[config.mk]
export PLATFORM = sky130hd
export DESIGN_NAME = bsub16_pipe
export DESIGN_NICKNAME = d
export VERILOG_FILES = /design/src/rtl/bsub16_pipe.sv
export SDC_FILE = /design/constraint.sdc
export NUM_CORES = 1
export LEC_CHECK = 0
export CAP_MARGIN = 10
export CORE_UTILIZATION = 46
export DETAILED_ROUTE_END_ITERATION = 10
export PLACE_DENSITY = 0.78
export SLEW_MARGIN = 20
export SYNTH_ARGS = -nofsm -noshare
export SYNTH_HDL_FRONTEND = slang
export SYNTH_SLANG_ARGS = --single-unit
export TNS_END_PERCENT = 50
[constraint.sdc]
create_clock -name clk -period 2.1 [get_ports clk]
set_input_delay 0.42 -clock clk [delete_from_list [all_inputs] [get_ports clk]]
set_output_delay 0.42 -clock clk [all_outputs]
set_load 0.05 [all_outputs]
[src/rtl/bsub16_pipe.sv]
// bsub16_pipe -- two-stage pipelined 16-bit unsigned subtractor.
//
// The difference a - b is formed as a + ~b + 1. The +1 carry-in is folded into
// bit 0 of the generate vector, so the prefix tree needs no separate carry-in.
// Carries are resolved by a Brent-Kung prefix tree:
//   stage 1 : bitwise p/g plus the up-sweep group terms (spans 2, 4, 8, 16), registered
//   stage 2 : down-sweep to fill in the remaining prefixes, then diff/borrow registered
// Each stage has a valid bit. A stage can take new data when it is empty or when
// the stage after it is moving on. This gives one result per cycle with no bubbles.
//
// Ports
//   clk        : clock; all state changes on its rising edge
//   rst_n      : synchronous active-low reset
//   a, b       : unsigned minuend / subtrahend
//   in_valid   : a/b valid this cycle
//   in_ready   : block accepts a/b this cycle (never depends on in_valid)
//   diff       : (a - b) mod 2^16
//   borrow     : 1 when a < b
//   out_valid  : diff/borrow valid
//   out_ready  : consumer takes diff/borrow this cycle
//
// The prefix tree is written for WIDTH = 16 only.

module bsub16_pipe #(
    parameter int WIDTH = 16
) (
    input  logic             clk,
    input  logic             rst_n,
    input  logic [WIDTH-1:0] a,
    input  logic [WIDTH-1:0] b,
    input  logic             in_valid,
    output logic             in_ready,
    output logic [WIDTH-1:0] diff,
    output logic             borrow,
    output logic             out_valid,
    input  logic             out_ready
);

    // ------------------------------------------------------------------
    // Handshake
    // ------------------------------------------------------------------
    logic v1_reg;
    logic v2_reg;
    logic adv1;
    logic adv2;

    assign adv2      = ~v2_reg | out_ready;
    assign adv1      = ~v1_reg | adv2;
    assign in_ready  = adv1;
    assign out_valid = v2_reg;

    // ------------------------------------------------------------------
    // Stage 1 combinational: bitwise propagate/generate and up-sweep
    // ------------------------------------------------------------------
    logic [WIDTH-1:0] nb;
    logic [WIDTH-1:0] p_next;
    logic [WIDTH-1:0] g_raw;
    logic [WIDTH-1:0] g_next;

    assign nb     = ~b;
    assign p_next = a ^ nb;
    assign g_raw  = a & nb;
    // With carry-in = 1, bit 0 generates whenever it generates or propagates.
    assign g_next = {g_raw[WIDTH-1:1], g_raw[0] | p_next[0]};

    // Group (G,P) terms. Bit i of grpN covers bits [i-N+1 : i]. Only the
    // tree nodes (i+1 a multiple of N) are real; other bits are tied to 0.
    logic [WIDTH-1:0] grp2_g_next,  grp2_p_next;
    logic [WIDTH-1:0] grp4_g_next,  grp4_p_next;
    logic [WIDTH-1:0] grp8_g_next,  grp8_p_next;
    logic [WIDTH-1:0] grp16_g_next, grp16_p_next;

    genvar gi;
    generate
        for (gi = 0; gi < WIDTH; gi++) begin : g_up
            if (gi % 2 == 1) begin : g_s2
                assign grp2_g_next[gi] = g_next[gi] | (p_next[gi] & g_next[gi-1]);
                assign grp2_p_next[gi] = p_next[gi] & p_next[gi-1];
            end else begin : g_s2_z
                assign grp2_g_next[gi] = 1'b0;
                assign grp2_p_next[gi] = 1'b0;
            end

            if (gi % 4 == 3) begin : g_s4
                assign grp4_g_next[gi] = grp2_g_next[gi] | (grp2_p_next[gi] & grp2_g_next[gi-2]);
                assign grp4_p_next[gi] = grp2_p_next[gi] & grp2_p_next[gi-2];
            end else begin : g_s4_z
                assign grp4_g_next[gi] = 1'b0;
                assign grp4_p_next[gi] = 1'b0;
            end

            if (gi % 8 == 7) begin : g_s8
                assign grp8_g_next[gi] = grp4_g_next[gi] | (grp4_p_next[gi] & grp4_g_next[gi-4]);
                assign grp8_p_next[gi] = grp4_p_next[gi] & grp4_p_next[gi-4];
            end else begin : g_s8_z
                assign grp8_g_next[gi] = 1'b0;
                assign grp8_p_next[gi] = 1'b0;
            end

            if (gi % 16 == 15) begin : g_s16
                assign grp16_g_next[gi] = grp8_g_next[gi] | (grp8_p_next[gi] & grp8_g_next[gi-8]);
                assign grp16_p_next[gi] = grp8_p_next[gi] & grp8_p_next[gi-8];
            end else begin : g_s16_z
                assign grp16_g_next[gi] = 1'b0;
                assign grp16_p_next[gi] = 1'b0;
            end
        end
    endgenerate

    // ------------------------------------------------------------------
    // Stage 1 registers
    // ------------------------------------------------------------------
    logic [WIDTH-1:0] s1_p_reg,      s1_g_reg;
    logic [WIDTH-1:0] s1_grp2_g_reg,  s1_grp2_p_reg;
    logic [WIDTH-1:0] s1_grp4_g_reg,  s1_grp4_p_reg;
    logic [WIDTH-1:0] s1_grp8_g_reg,  s1_grp8_p_reg;
    logic [WIDTH-1:0] s1_grp16_g_reg, s1_grp16_p_reg;

    always_ff @(posedge clk) begin
        if (!rst_n) begin
            v1_reg         <= 1'b0;
            s1_p_reg       <= '0;
            s1_g_reg       <= '0;
            s1_grp2_g_reg  <= '0;
            s1_grp2_p_reg  <= '0;
            s1_grp4_g_reg  <= '0;
            s1_grp4_p_reg  <= '0;
            s1_grp8_g_reg  <= '0;
            s1_grp8_p_reg  <= '0;
            s1_grp16_g_reg <= '0;
            s1_grp16_p_reg <= '0;
        end else begin
            if (adv1) begin
                v1_reg <= in_valid;
            end
            // Data registers load only on an actual transfer.
            if (adv1 && in_valid) begin
                s1_p_reg       <= p_next;
                s1_g_reg       <= g_next;
                s1_grp2_g_reg  <= grp2_g_next;
                s1_grp2_p_reg  <= grp2_p_next;
                s1_grp4_g_reg  <= grp4_g_next;
                s1_grp4_p_reg  <= grp4_p_next;
                s1_grp8_g_reg  <= grp8_g_next;
                s1_grp8_p_reg  <= grp8_p_next;
                s1_grp16_g_reg <= grp16_g_next;
                s1_grp16_p_reg <= grp16_p_next;
            end
        end
    end

    // ------------------------------------------------------------------
    // Stage 2 combinational: Brent-Kung down-sweep
    // ------------------------------------------------------------------
    // pre_g[i] = group generate over bits [i:0] (carry-in already folded in),
    // which is the carry out of bit i.
    // The up-sweep already gives the prefixes at bits 0, 1, 3, 7 and 15.
    logic             pre_11;
    logic [WIDTH-1:0] pre_odd;
    logic [WIDTH-1:0] pre_g;

    // Distance-4 step: bit 11.
    assign pre_11 = s1_grp4_g_reg[11] | (s1_grp4_p_reg[11] & s1_grp8_g_reg[7]);

    // Bit 0 and all odd-bit prefixes; even bits 2..14 come one level later.
    always_comb begin
        pre_odd     = '0;
        pre_odd[0]  = s1_g_reg[0];
        pre_odd[1]  = s1_grp2_g_reg[1];
        pre_odd[3]  = s1_grp4_g_reg[3];
        pre_odd[7]  = s1_grp8_g_reg[7];
        pre_odd[15] = s1_grp16_g_reg[15];
        pre_odd[11] = pre_11;
        // Distance-2 step: bits 5, 9, 13.
        pre_odd[5]  = s1_grp2_g_reg[5]  | (s1_grp2_p_reg[5]  & s1_grp4_g_reg[3]);
        pre_odd[9]  = s1_grp2_g_reg[9]  | (s1_grp2_p_reg[9]  & s1_grp8_g_reg[7]);
        pre_odd[13] = s1_grp2_g_reg[13] | (s1_grp2_p_reg[13] & pre_11);
    end

    // Distance-1 step: each even bit joins the prefix of the bit below it.
    generate
        for (gi = 0; gi < WIDTH; gi++) begin : g_dn
            if ((gi % 2 == 0) && (gi != 0)) begin : g_even
                assign pre_g[gi] = s1_g_reg[gi] | (s1_p_reg[gi] & pre_odd[gi-1]);
            end else begin : g_odd
                assign pre_g[gi] = pre_odd[gi];
            end
        end
    endgenerate

    // Carry into bit 0 is the folded-in 1. Carry into bit i is pre_g[i-1].
    logic [WIDTH-1:0] diff_next;
    logic             borrow_next;

    assign diff_next   = s1_p_reg ^ {pre_g[WIDTH-2:0], 1'b1};
    assign borrow_next = ~pre_g[WIDTH-1];

    // Some stored group bits are only consumed inside stage 1. They are
    // registered so the stage boundary holds the complete up-sweep result.
    logic unused_s1;
    assign unused_s1 = ^{s1_g_reg, s1_grp2_g_reg, s1_grp2_p_reg,
                         s1_grp4_g_reg, s1_grp4_p_reg,
                         s1_grp8_g_reg, s1_grp8_p_reg,
                         s1_grp16_g_reg, s1_grp16_p_reg, pre_odd};

    // ------------------------------------------------------------------
    // Stage 2 registers
    // ------------------------------------------------------------------
    logic [WIDTH-1:0] diff_reg;
    logic             borrow_reg;

    always_ff @(posedge clk) begin
        if (!rst_n) begin
            v2_reg     <= 1'b0;
            diff_reg   <= '0;
            borrow_reg <= 1'b0;
        end else begin
            if (adv2) begin
                v2_reg <= v1_reg;
            end
            if (adv2 && v1_reg) begin
                diff_reg   <= diff_next;
                borrow_reg <= borrow_next;
            end
        end
    end

    assign diff   = diff_reg;
    assign borrow = borrow_reg;

endmodule
==> metrics.txt <==
PwrDens=647.8 nW/µm²; Mapped Area=2716 µm²; Leakage=0.001554 µW; Most used DFF post-synth=dfxtp_1; setup repair bufs after CTS=0; PortBufs=54; FF+latch count, synth=55; Area Overhead vs Synth=26.30%; GR Overflow Total=0; Mapped Nets=368; IO Pins=55; fin. max-slew vios=0; worst endpoint required time=1.68 ns; worst hold slack=0.4614 ns; CTS Buffer Depth=2; Tmin final=1.942 ns; crit start category=register; Hold Crit Endpoint=s1_p_reg[0]; Rel. slew slack=60.91%; area leader, netlist=dfxtp_1; wire per inst=11.65 µm; die width=78.85 µm; Starting Density=48.44%; WP buf/inv=1; status=completed; number of vias per cell=4.948; number of max-cap violations=0; synth top area cells=dfxtp_1 (41%), ha_1 (11%), nand2_1 (9.7%); sequential share of power=51.6%; Comb power frac=21.4%; crit-path leading delay family=buffers and inverters; drt pass-1 iters=4; most common cell after layout, fill and taps aside=nand2_1; min-delay worst type=register to register; Reg2Reg Launch Point=s1_grp8_g_reg[7]; via count=2,177; sw frac=29.03%; share of layout cells above drive strength 1=8.696%; H-tree levels=2; first-pass GRT wire length=8.790 mm; Layout fillers=513; Clock power frac=27.1%; crit end category=primary output; antenna cells=0; CP max FO=3; area share of the largest cell type after synthesis=40.53%; R2R setup slack=0.53 ns; hold_buf cts=0; internal power=1577 µW; hold path cells=2; Final ANT Viol Nets=0; number of global-route vias before repair=1,988; Post-Layout Cell Count=440; Die ar.=6217 µm²; cells after synthesis=309; detailed-route DRC error count=0; Inst Count DP=432; row count=27; hpwl dp=3.895 mm; Reg clk slew, reported paths=0.10 ns; utilization after layout=61.18%; DP Worst Slack=-0.08628 ns; syn avg cell area=8.791 µm²; Critical Path AT=1.52 ns; Register-to-Register Path Depth=7; initial antenna violation count=0; Hold Fails Final Rpt=0; critical path depth=1; final net count=426; Post-synth EDFFs=0; P_sw=645.1 µW; max incr delay on CP=0.83 ns; warnings from Yosys=0; GRT Resource Usage Total=17.90%; pin count of the biggest net entering global routing=40; worst skew pair latency=0.31 ns; final wirelength=5.127 mm; post-cts sizing count=0; async set-reset flop share out of synthesis=0%; kind of critical path=register to primary output; commonest non-fill, non-tap cells in the layout=nand2_1 (70), dfxtp_1 (55), clkdlybuf4s50_1 (53); clock buffer count from CTS=5; VDD IR-drop max=0.3333 mV; Slowest-stage cell, CP=clkdlybuf4s50_1; CTS root buf=clkbuf_8; part of the cycle the worst path needs=92.49%; highest clock rate=514.9 MHz; crit-path cells=clkdlybuf4s50_1; CTS Sinks=55; critical hold path startpoint=s1_p_reg[0]; Die H=78.85 µm; Critical R2R Capture=diff[15]; RePlAce Congestion=0.7622; first-iteration detailed-routing DRC count=74; Final setup viols=0; unrepaired setup endpoints after global routing=no; post-synthesis sequential area ratio=40.53%; Core Area=5608 µm²; Slew @ Worst Pin=0.5845 ns; CTS tree=done; Distinct cells, synth=37; Clock Skews=0.009791 ns; setup ws final=0.1577 ns
## worst max-delay path by stage
stage,from,end
global route,out_valid,out_valid
global placement,b[9],s1_grp16_g_reg[15]
CTS,borrow,borrow
finish,out_valid,out_valid
floorplan,out_valid,s1_grp2_p_reg[13]
detailed placement,b[9],s1_grp16_g_reg[15]
## cell type report
type / count / area [µm²] / area share [%]
clock inverters: 3 / 22.52 / 0.6565
flip-flops and latches: 55 / 1101 / 32.09
multi-input cells: 220 / 1420 / 41.39
well taps: 72 / 90.09 / 2.626
inverters: 18 / 67.56 / 1.969
repair buffers: 67 / 660.6 / 19.26
clock buffers: 5 / 68.82 / 2.006
## cells by family after synthesis
kind of cell / synth area share, %
muxes: 2.580
buffers and inverters: 7.185
and+or+nand+nor: 19.90
adders and majority gates: 10.59
xor gates and xnor gates: 2.580
DFF: 40.53
AOI/OAI and AO/OA: 16.63
## metrics by stage
stage	total power (µW)	setup TNS [ns]	area [µm²]
floorplan	1474	0	2716
global placement	1636	-0.02871	3339
detailed placement	1649	-0.1225	3339
CTS	2242	0	3431
global route	2340	0	3431
finish	2222	0	3431
## layer usage
metal / vias to the layer above / track usage, % / share of wire, %
li1: 1130 / - / -
met1: 1005 / 22.08 / 47
met2: 36 / 31.13 / 48
met3: 6 / 3.793 / 3.5
met4: 0 / 5.455 / 1.3
met5: - / 0 / 0
## cells in the mapped netlist (2+ instances only)
master	number
a21boi_0	8
a21boi_1	17
a21o_1	4
a21oi_1	10
and2_1	13
buf_2	2
buf_4	2
buf_6	4
clkbuf_1	6
dfxtp_1	55
ha_1	23
inv_1	18
mux2i_1	7
nand2_1	70
nand2_2	2
nor2_1	11
nor2b_1	8
nor3_1	2
o211a_1	6
o21ai_0	9
o21ai_1	10
xor2_1	7
## power by group through the flow
stage                     Clock [µW]  Combinational, µW  Sequential, µW
after detailed placement           0                478            1170
final                            601                475            1150
after global routing             658                528            1150
after CTS                        615                481            1150
after global placement             0                470            1170
after floorplan                    0                249            1220
Power figures use the tool's default switching activity.
